==> src/rtl/deserializador8_pkg.sv <==
// Shared types and constants for the serial-to-parallel capture stage.
package deserializador8_pkg;

    typedef enum logic [1:0] {
        IDLE  = 2'd0,
        SHIFT = 2'd1,
        LOAD  = 2'd2
    } state_t;

    localparam int unsigned DEFAULT_N_BITS = 8;

    // Bit-counter width; kept at least 1 so degenerate frame lengths still elaborate.
    function automatic int unsigned cnt_width(input int unsigned n);
        return (n > 1) ? $clog2(n) : 1;
    endfunction

endpackage

==> src/rtl/deserializador8_registro_desplazamiento.sv <==
// N-bit shift register with synchronous clear and shift-enable; direction chosen by LSB_FIRST.
module registro_desplazamiento
    import deserializador8_pkg::*;
#(
    parameter int unsigned N         = DEFAULT_N_BITS,
    parameter bit          LSB_FIRST = 1'b1
) (
    input  logic         clk,
    input  logic         rst,
    input  logic         clr,
    input  logic         shift_en,
    input  logic         din,
    output logic [N-1:0] q
);

    // Clear wins over shift so a restart never mixes in a stale bit.
    always_ff @(posedge clk or posedge rst) begin
        if (rst) begin
            q <= '0;
        end else if (clr) begin
            q <= '0;
        end else if (shift_en) begin
            if (LSB_FIRST) begin
                q <= {din, q[N-1:1]};
            end else begin
                q <= {q[N-2:0], din};
            end
        end
    end

endmodule

==> src/rtl/deserializador8.sv <==
// Collects an N_BITS frame from a serial input under start/bit_valid handshake and
// strobes load for one cycle when complete; data feeds a downstream enable-loaded register.
module deserializador8
    import deserializador8_pkg::*;
#(
    parameter int unsigned N_BITS    = DEFAULT_N_BITS,
    parameter bit          LSB_FIRST = 1'b1
) (
    input  logic              clk,
    input  logic              rst,
    input  logic              start,
    input  logic              din,
    input  logic              bit_valid,
    input  logic              cancel,
    output logic [N_BITS-1:0] data,
    output logic              load,
    output logic              busy
);

    localparam int unsigned      CNT_W = cnt_width(N_BITS);
    localparam logic [CNT_W-1:0] LAST  = CNT_W'(N_BITS - 1);

    state_t           state;
    state_t           state_nx;
    logic [CNT_W-1:0] cnt;
    logic [CNT_W-1:0] cnt_nx;
    logic             sr_clr;
    logic             sr_shift;
    logic             load_nx;
    logic             busy_nx;

    // State register, bit counter and registered status outputs.
    always_ff @(posedge clk or posedge rst) begin
        if (rst) begin
            state <= IDLE;
            cnt   <= '0;
            load  <= 1'b0;
            busy  <= 1'b0;
        end else begin
            state <= state_nx;
            cnt   <= cnt_nx;
            load  <= load_nx;
            busy  <= busy_nx;
        end
    end

    // Next-state logic; cancel outranks bit_valid while shifting.
    always_comb begin
        state_nx = state;
        case (state)
            IDLE: begin
                if (start) begin
                    state_nx = SHIFT;
                end
            end
            SHIFT: begin
                if (cancel) begin
                    state_nx = IDLE;
                end else if (bit_valid && (cnt == LAST)) begin
                    state_nx = LOAD;
                end
            end
            LOAD:    state_nx = IDLE;
            default: state_nx = IDLE;
        endcase
    end

    // Datapath controls and next values of the registered outputs.
    always_comb begin
        sr_clr   = 1'b0;
        sr_shift = 1'b0;
        cnt_nx   = cnt;
        load_nx  = (state_nx == LOAD);
        busy_nx  = (state_nx != IDLE);
        case (state)
            IDLE: begin
                if (start) begin
                    sr_clr = 1'b1;
                    cnt_nx = '0;
                end
            end
            SHIFT: begin
                if (cancel) begin
                    sr_clr = 1'b1;
                    cnt_nx = '0;
                end else if (bit_valid) begin
                    sr_shift = 1'b1;
                    cnt_nx   = (cnt == LAST) ? '0 : cnt + CNT_W'(1);
                end
            end
            default: begin
            end
        endcase
    end

    registro_desplazamiento #(
        .N         (N_BITS),
        .LSB_FIRST (LSB_FIRST)
    ) u_sr (
        .clk      (clk),
        .rst      (rst),
        .clr      (sr_clr),
        .shift_en (sr_shift),
        .din      (din),
        .q        (data)
    );

endmodule

==> config.mk <==
export PLATFORM = sky130hd
export DESIGN_NAME = deserializador8
export DESIGN_NICKNAME = d
export VERILOG_FILES = /design/src/rtl/deserializador8_pkg.sv /design/src/rtl/deserializador8_registro_desplazamiento.sv /design/src/rtl/deserializador8.sv
export SDC_FILE = /design/constraint.sdc
export NUM_CORES = 1
export LEC_CHECK = 0
export BUFFER_PORTS_ARGS = -buffer_cell sky130_fd_sc_hd__buf_2
export CAP_MARGIN = 15
export CORE_AREA = 2 2 39 41
export CTS_CLUSTER_DIAMETER = 150
export DETAILED_ROUTE_END_ITERATION = 16
export DIE_AREA = 0 0 41 43
export MAX_ROUTING_LAYER = met4
export PLACE_DENSITY = 0.75
export SYNTH_ARGS = -nofsm -noshare
export SYNTH_HDL_FRONTEND = slang
export SYNTH_SLANG_ARGS = --single-unit
==> constraint.sdc <==
create_clock -name clk -period 3.51 [get_ports clk]
set_clock_uncertainty 0.15 [all_clocks]
set_input_delay 0.702 -clock clk [delete_from_list [all_inputs] [get_ports clk]]
set_output_delay 0.702 -clock clk [all_outputs]
set_load 0.03 [all_outputs]
; ---- Yosys cells after proc, flatten, opt, wreduce, memory -nomap -nowiden
; Index checks and enable logic that the tools add are counted.
[totals]
elab_cells = 34
out_inout_bits = 10
inputBits = 6
regBits = 15
[op_classes]
reduce_logical = 6
n_addsub = 1
eq_ne = 5
n_mux = 17
[ops]
columns = op, count
row1 = 8-bit two-way mux, 2
row2 = 3-bit two-way mux, 4
row3 = 2-bit two-way mux, 3
row4 = 3-bit case mux with 2 select lines, 1
row5 = 2-bit nonzero test, 3
row6 = 1-bit two-way mux, 5
row7 = 2-bit case mux with 2 select lines, 1
row8 = "3-bit by 1-bit adder with 3-bit output, second input constant", 1
row9 = "3-bit == test, second input constant", 1
row10 = "3-bit != test, second input constant", 1
row11 = 3-bit AND reduction, 1
row12 = "2-bit by 1-bit == test with 1-bit output, second input constant", 1
row13 = "2-bit == test, second input constant", 1
row14 = 2-bit zero test, 1
row15 = "2-bit != test, second input constant", 1
row16 = 1-bit case mux with 2 select lines, 1
row17 = 1-bit logical AND, 1

; ---- Depth between registers and ports, before layout
; Gate-level depths: netlist of run 1.
[depth]
depth_word = 6
depth_mapped = 4
depth_no_buf = 4

; ---- Hierarchy
; A second synthesis of run 1 with hierarchy kept.
[hier_totals]
hier_cells = 59
hier_area_um2 = 680.7
[by_module_without_submodules]
columns = module, cells_each, seq_area_each_um2, area_each_um2, instances
row1 = deserializador8, 32, 175.2, 351.6, 1
row2 = registro_desplazamiento, 27, 200.2, 329.1, 1

; ---- Worst setup path before layout of run 1
; Ideal clock, no wire load.
[synth_timing]
path_type = in2reg
start = in cancel
end = reg u_sr.q[3]
required_ns = 3.287
path_buffers = 1
setup_time_ns = 0.073
cell_stages = 4
slack_ns = 1.974
arrival_ns = 1.313
path_cell_list = and4bb_4 > buf_6 > nand2_2 > a21oi_2
[synth_via]
elab_chain_cells = 3
word_cells_on_any_way = 6
cone_classes = 5 x mux / 1 x reduce/logical
[synth_lines]
columns = element, line_no
row1 = from (decl), deserializador8.sv:14  ; input logic cancel,
row2 = 1-bit two-way mux, deserializador8.sv:83  ; if (cancel) begin
row3 = 1-bit case mux with 2 select lines or 1-bit two-way mux (tied branches), deserializador8.sv:75  ; case (state)
row4 = 8-bit two-way mux or 2-bit nonzero test (tied branches), n/a
row5 = to (signal assigned), deserializador8_registro_desplazamiento.sv:24  ; q <= {din, q[N-1:1]};
row6 = to (signal assigned), deserializador8_registro_desplazamiento.sv:26  ; q <= {q[N-2:0], din};
row7 = to (decl), deserializador8_registro_desplazamiento.sv:13  ; output logic [N-1:0] q
; Several ways; a longest one is shown, not always the timed one.
; A chain may end at the register's enable or synchronous reset.

; ---- Final worst setup path of run 1
[layout_timing]
start = in cancel
end = reg cnt[0]
[layout_via]
elab_chain_cells = 2
word_cells_on_any_way = 4
cone_classes = 1 x eq/ne / 2 x mux / 1 x reduce/logical
[layout_lines]
columns = element, line_no
row1 = 3-bit != test (no line) or 3-bit two-way mux (tied branches), n/a
row2 = 3-bit AND reduction (no line) or 3-bit case mux with 2 select lines (tied branches), n/a
row3 = to (signal assigned), deserializador8.sv:41  ; cnt <= cnt_nx;
row4 = to (decl), deserializador8.sv:25  ; logic [CNT_W-1:0] cnt;
; Several ways; a longest one is shown, not always the timed one.

==> results.sh, run 1 <==
export IMPL_via_count=495
export IMPL_clock_sinks=15
export IMPL_synth_commonest_cells="nand2_1, dfrtp_1, o21ai_1"
export IMPL_io_buffers=15
export IMPL_worstSkewPairLatency_ns=0.28
export IMPL_drv_slew=0
export IMPL_totalWireLength_um=1137
export IMPL_min_period_ns=1.764
export IMPL_crit_type="input port to flop"
export IMPL_synth_top_flop_cell="dfrtp_1"
export IMPL_first_pass_iters=4
export IMPL_cts_buffers=3
export IMPL_worst_pin_slew_ns=0.6019
export IMPL_grt_max_degree=16
export IMPL_cts_tree="done"
export IMPL_power_density_nw_per_um2=419.1
export IMPL_cp_max_fo=12
export IMPL_synthesis_area_um2=683.2
export IMPL_drt_initial_drc_count=8
export IMPL_pin_count=16
export IMPL_gp_congestion=0.7600
export IMPL_synth_edff_count=0
export IMPL_die_h_um=43
export IMPL_power_leakage_nw=0.3897
export IMPL_ant_nets=0
export IMPL_clk_pin_slew_ns=0.09
export IMPL_clockRootBuffer="clkbuf_4"
export IMPL_startpoint_type="input port"
export IMPL_yosysWarningCount=0
export IMPL_slew_headroom_pct=59.87
export IMPL_final_nets=90
export IMPL_grt_overflow_total=0
export IMPL_dieArea_um2=1763
export IMPL_synthesis_nets=73
export IMPL_hp_class="input port to async pin"
export IMPL_cts_resized=0
export IMPL_synthMostInstantiatedCell="nand2_1"
export IMPL_drc=0
export IMPL_arrival_ns=1.83
export IMPL_rows=14
export IMPL_fp_dieW_um=41
export IMPL_cp_required_ns=3.58
export IMPL_syn_to_final_growth_pct=14.10
export IMPL_synthTopCellsByArea="dfrtp_1, nand2_1, a21oi_2"
export IMPL_n_antenna_cell=0
export IMPL_coreArea_um2=1384
export IMPL_wl_per_cell_um=11.72
export IMPL_hold_slack_ns=0.3017
export IMPL_syn_mean_instance_area_um2=10.51
export IMPL_cts_buffer_depth=2
export IMPL_grt_pass1_vias=460
export IMPL_end_kind="flop"
export IMPL_drive_gt1_share_pct=35.80
export IMPL_grt_pass1_wl_um=1994
export IMPL_synth_top_cell_area_share_pct=54.95
export IMPL_hpwlAfterDp_um=828
export IMPL_syn_inst=65
export IMPL_synth_distinct_cells=18
export IMPL_ir_worst_vdd_mv=0.2453
export IMPL_setup_tns_ns=0
export IMPL_finalCritPeriodShare_pct=50.24
export IMPL_maxCapViolations=0
export IMPL_grt_usage_pct=17.53
export IMPL_yosysTopAreaCell="dfrtp_1"
export IMPL_antenna_found_initial=0
export IMPL_yosysSeqAreaShare_pct=54.95
export IMPL_synth_ff_latch_count=15
export IMPL_postCtsSetupBuffers=0
export IMPL_via_per_inst=5.103
export IMPL_hold_violations=0
export IMPL_status="completed"
export IMPL_cts_max_level=1
export IMPL_rsz0062_at_grt="false"
export IMPL_finalSetupViolCount=0
export IMPL_cts_hold_buf=0
export IMPL_fmax_mhz=567.0
export IMPL_start_util_pct=49.37
export IMPL_synthArstFlopShare_pct=100.0
-- final timing paths --
kind | start | endpoint | slack (ns) | cells after the start
worst max-delay path | cancel | cnt[0] | 1.75 | 4
worst min-delay path | rst | state[1] | 0.30 | 2
worst max register to register | state[1] | cnt[0] | 1.82 | 3
worst min register to register | u_sr.q[2] | u_sr.q[1] | 0.38 | 2
max in group asynchronous | rst | u_sr.q[6] | 2.53 | 2
min in group clk | u_sr.q[2] | u_sr.q[1] | 0.38 | 2
-- cells in the final DEF, fill, tap and decap left out --
| cell type | n |
|---|---|
| a21o_1 | 1 |
| a21oi_1 | 4 |
| a21oi_2 | 4 |
| and2_1 | 2 |
| and4bb_4 | 1 |
| buf_2 | 15 |
| clkbuf_4 | 3 |
| clkinv_2 | 1 |
| dfrtp_1 | 15 |
| ha_1 | 2 |
| inv_1 | 1 |
| nand2_1 | 19 |
| nand2_2 | 3 |
| nand2b_1 | 1 |
| nand2b_4 | 1 |
| nand4bb_1 | 1 |
| o21ai_1 | 5 |
| o21ai_2 | 1 |
| or3_1 | 1 |
-- power by group --
| group | switching [W] | internal (W) |
|---|---|---|
| logic | 0.0000301 | 0.0000152 |
| registers | 0.00000491 | 0.000180 |
| clock network | 0.0000544 | 0.0000422 |
-- layout make-up --
| type | count | area (µm²) |
|---|---|---|
| clock buffer | 3 | 22.52 |
| clock inverter | 1 | 5.005 |
| fill | 130 | 604.3 |
| inverter | 1 | 3.754 |
| multi-input combinational | 46 | 277.8 |
| sequential | 15 | 375.4 |
| tap | 16 | 20.02 |
| timing repair buffer | 15 | 75.07 |
-- worst max-delay path, stage by stage --
cell	delay [ns]
buf_2	0.11
nand4bb_1	0.48
or3_1	0.48
o21ai_2	0.06
-- flip-flops by register name, indices dropped and copies added, names as in the netlist --
register and cells:
busy 1, cnt 3, load 1, state 2, u_sr.q 8
-- routing by layer --
layer	global-route usage, %	wire (µm)	share of wire (%)	up-vias
met5	-	0	0	-
met4	10.00	16	1.4	0
met3	4.712	47	4.1	2
met2	23.13	552	49	11
met1	23.78	521	46	234
li1	-	-	-	248
-- through the flow --
stage / util (%) / setup WS [ns] / instances / power [W] / area (µm²)
2_1_floorplan: - / 1.974 / 65 / 0.0002253 / 683.2
3_3_place_gp: 54.34 / 1.472 / 93 / 0.0002325 / 752.0
3_5_place_dp: 54.34 / 1.447 / 93 / 0.0002340 / 752.0
4_1_cts: 56.33 / 1.733 / 97 / 0.0003296 / 779.5
5_1_grt: 56.33 / 1.678 / 97 / 0.0003451 / 779.5
6_report: 56.33 / 1.746 / 97 / 0.0003267 / 779.5
-- cells by family after synthesis --
kind of cell             after synthesis  share of synthesized area [%]
AO/OA/AOI/OAI                         15                          14.10
adder cells (fa/ha/maj)                2                          3.662
buffers and inverters                  4                          4.394
flip-flops                            15                          54.95
AND/OR/NAND/NOR                       29                          22.90
Power figures use the tool's default switching activity.
==> run 2: changes to the inputs <==
- ABC_AREA: unset -> 1
- CORE_AREA: 2 2 39 41 -> unset
- CORE_MARGIN: unset -> 2
- CORE_UTILIZATION: unset -> 50
- DIE_AREA: 0 0 41 43 -> unset
- PLACE_DENSITY: 0.75 -> 0.73
- clock period: 3.51 -> 1.7 ns (I/O delays scaled with it)
==> results.sh, run 2 <==
export IMPL_hpwlAfterDp_um=900.5
export IMPL_gp_congestion=0.7963
export IMPL_crit_family="flip-flops"
export IMPL_synth_top_flop_cell="dfrtp_1"
export IMPL_final_cell_mix="nand2_1, dfrtp_1, buf_2"
export IMPL_rsz0062_at_grt="false"
export IMPL_coreArea_um2=1318
export IMPL_drv_slew=0
export IMPL_power_w=0.0006855
export IMPL_path_buf_inv=1
export IMPL_final_nets=106
export IMPL_worstSkewPairLatency_ns=0.28
export IMPL_worst_pin_slew_ns=0.5615
export IMPL_totalWireLength_um=1247
export IMPL_rows=13
export IMPL_hold_violations=0
export IMPL_wl_per_cell_um=11.13
export IMPL_io_buffers=15
export IMPL_largest_reg_flops=8
export IMPL_grt_overflow_total=0
export IMPL_cts_max_level=1
export IMPL_fmax_mhz=731.4
export IMPL_n_antenna_cell=0
export IMPL_maxCapViolations=0
export IMPL_slew_headroom_pct=62.53
export IMPL_yosysSeqAreaShare_pct=53.19
export IMPL_clockRootBuffer="clkbuf_4"
export IMPL_cts_buffers=3
export IMPL_synthesis_area_um2=705.7
export IMPL_startpoint_type="flop"
export IMPL_cts_buffer_depth=2
export IMPL_synth_distinct_cells=14
export IMPL_clock_sinks=15
export IMPL_num_fill_cells=123
export IMPL_end_kind="primary output"
export IMPL_clk_pin_slew_ns=0.08
export IMPL_synth_commonest_cells="nand2_1, dfrtp_1, nand4_1"
export IMPL_drive_gt1_share_pct=26.80
export IMPL_pin_count=16
export IMPL_synthTopCellsByArea="dfrtp_1, nand2_1, nand4_1"
export IMPL_power_density_nw_per_um2=840.2
export IMPL_min_period_ns=1.367
export IMPL_hold_slack_ns=0.1580
export IMPL_via_per_inst=5.080
export IMPL_grt_pass1_vias=504
export IMPL_crit_type="flop to primary output"
export IMPL_dieArea_um2=1728
export IMPL_yosysWarningCount=0
export IMPL_cpMaxStageDelayCell="dfrtp_1"
export IMPL_syn_inst=80
export IMPL_power_leakage_nw=0.5094
export IMPL_arrival_ns=0.88
export IMPL_fp_dieW_um=41.57
export IMPL_synthArstFlopShare_pct=100.0
export IMPL_syn_mean_instance_area_um2=8.821
export IMPL_synthMostInstantiatedCell="nand2_1"
export IMPL_cp_cell_sequence="buf_2"
export IMPL_via_count=569
export IMPL_ir_worst_vdd_mv=0.4217
export IMPL_synth_ff_latch_count=15
export IMPL_cts_tree="done"
export IMPL_synth_top_cell_area_share_pct=53.19
export IMPL_finalCritPeriodShare_pct=80.43
export IMPL_die_h_um=41.57
export IMPL_finalSetupViolCount=0
export IMPL_status="completed"
export IMPL_top_register="u_sr.q"
export IMPL_cp_max_fo=3
export IMPL_synthesis_nets=88
export IMPL_yosysTopAreaCell="dfrtp_1"
export IMPL_ant_nets=0
export IMPL_reg_top3="u_sr.q: 8 flops, cnt: 3 flops, state: 2 flops"
export IMPL_drc=0
export IMPL_start_util_pct=53.56
export IMPL_synth_edff_count=0
export IMPL_antenna_found_initial=0
export IMPL_first_pass_iters=4
export IMPL_grt_usage_pct=16.76
export IMPL_postCtsSetupBuffers=0
export IMPL_cp_required_ns=1.21
export IMPL_setup_tns_ns=0
export IMPL_cp_slowest_stage_delay_ns=0.39
export IMPL_grt_pass1_wl_um=2166
export IMPL_final_core_util_pct=61.92
export IMPL_syn_to_final_growth_pct=15.60
export IMPL_drt_initial_drc_count=20
export IMPL_hp_class="input port to flop"
export IMPL_grt_max_degree=16
export IMPL_mostFrequentLayoutCell="nand2_1"
run 2: cell types whose count changed in the layout (fill, tap and decap cells not counted), sizes merged, moves of 5 or more:
cell,previous run,this run
a21oi,8,0
inv,1,7
nand2,22,30
nand3,0,6
nand4,0,8
nor2,0,8
o21ai,6,1
run 2: metal layers:
layer  track usage (%)  routed length [µm]  vias to the layer above
met2             23.75                 549                       21
li1                  -                   -                      290
met4             5.806                   8                        0
met5                 -                   0                        -
met1             21.94                 601                      254
met3             6.522                  87                        4
run 2: cell families after synthesis:
kind of cell	Yosys count	synth area share, %
compound gates	1	0.7085
fa+ha+maj	2	3.546
buf+inv	10	6.558
flops	15	53.19
simple gates	52	36.00
run 2: repair_timing:
| item | 4_1_cts | 5_1_grt |
|---|---|---|
| hold endpoints to repair | 15 | 0 |
| hold buffers | 1 | 0 |
| resized for setup | 0 | 0 |
run 2: through the flow:
step	instance area, µm²	worst slack, ns	cells
after global placement	779.5	0.3866	107
after CTS	815.8	0.3112	112
after global routing	815.8	0.1859	112
after detailed placement	779.5	0.3583	107
final	815.8	0.3327	112
after floorplan	705.7	0.4203	80
run 2: area by class of cell:
type	instances	area [µm²]	share of cell area (%)
Clock buffer	4	26.28	3.221
Sequential cell	15	375.4	46.01
Inverter	7	26.28	3.221
Tap cell	15	18.77	2.301
Timing Repair Buffer	16	85.08	10.43
Multi-Input combinational cell	55	284.0	34.82
run 2: power breakdown:
part / internal (W) / switching (W) / total [W]
clock: 0.0000911 / 0.000106 / 0.000197
sequential: 0.000371 / 0.0000124 / 0.000383
combinational: 0.0000321 / 0.0000729 / 0.000105
total: 0.000494 / 0.000191 / 0.000685
run 2: worst paths after layout:
check	start	to	slack [ns]	cells past startpoint
setup / recovery	u_sr.q[6]	data[6]	0.33	1
hold / removal	din	u_sr.q[7]	0.16	3
setup reg to reg	cnt[0]	cnt[0]	0.33	7
hold reg to reg	u_sr.q[0]	u_sr.q[0]	0.33	2
max in group asynchronous	rst	busy	0.54	3
min in group asynchronous	rst	u_sr.q[6]	0.50	3
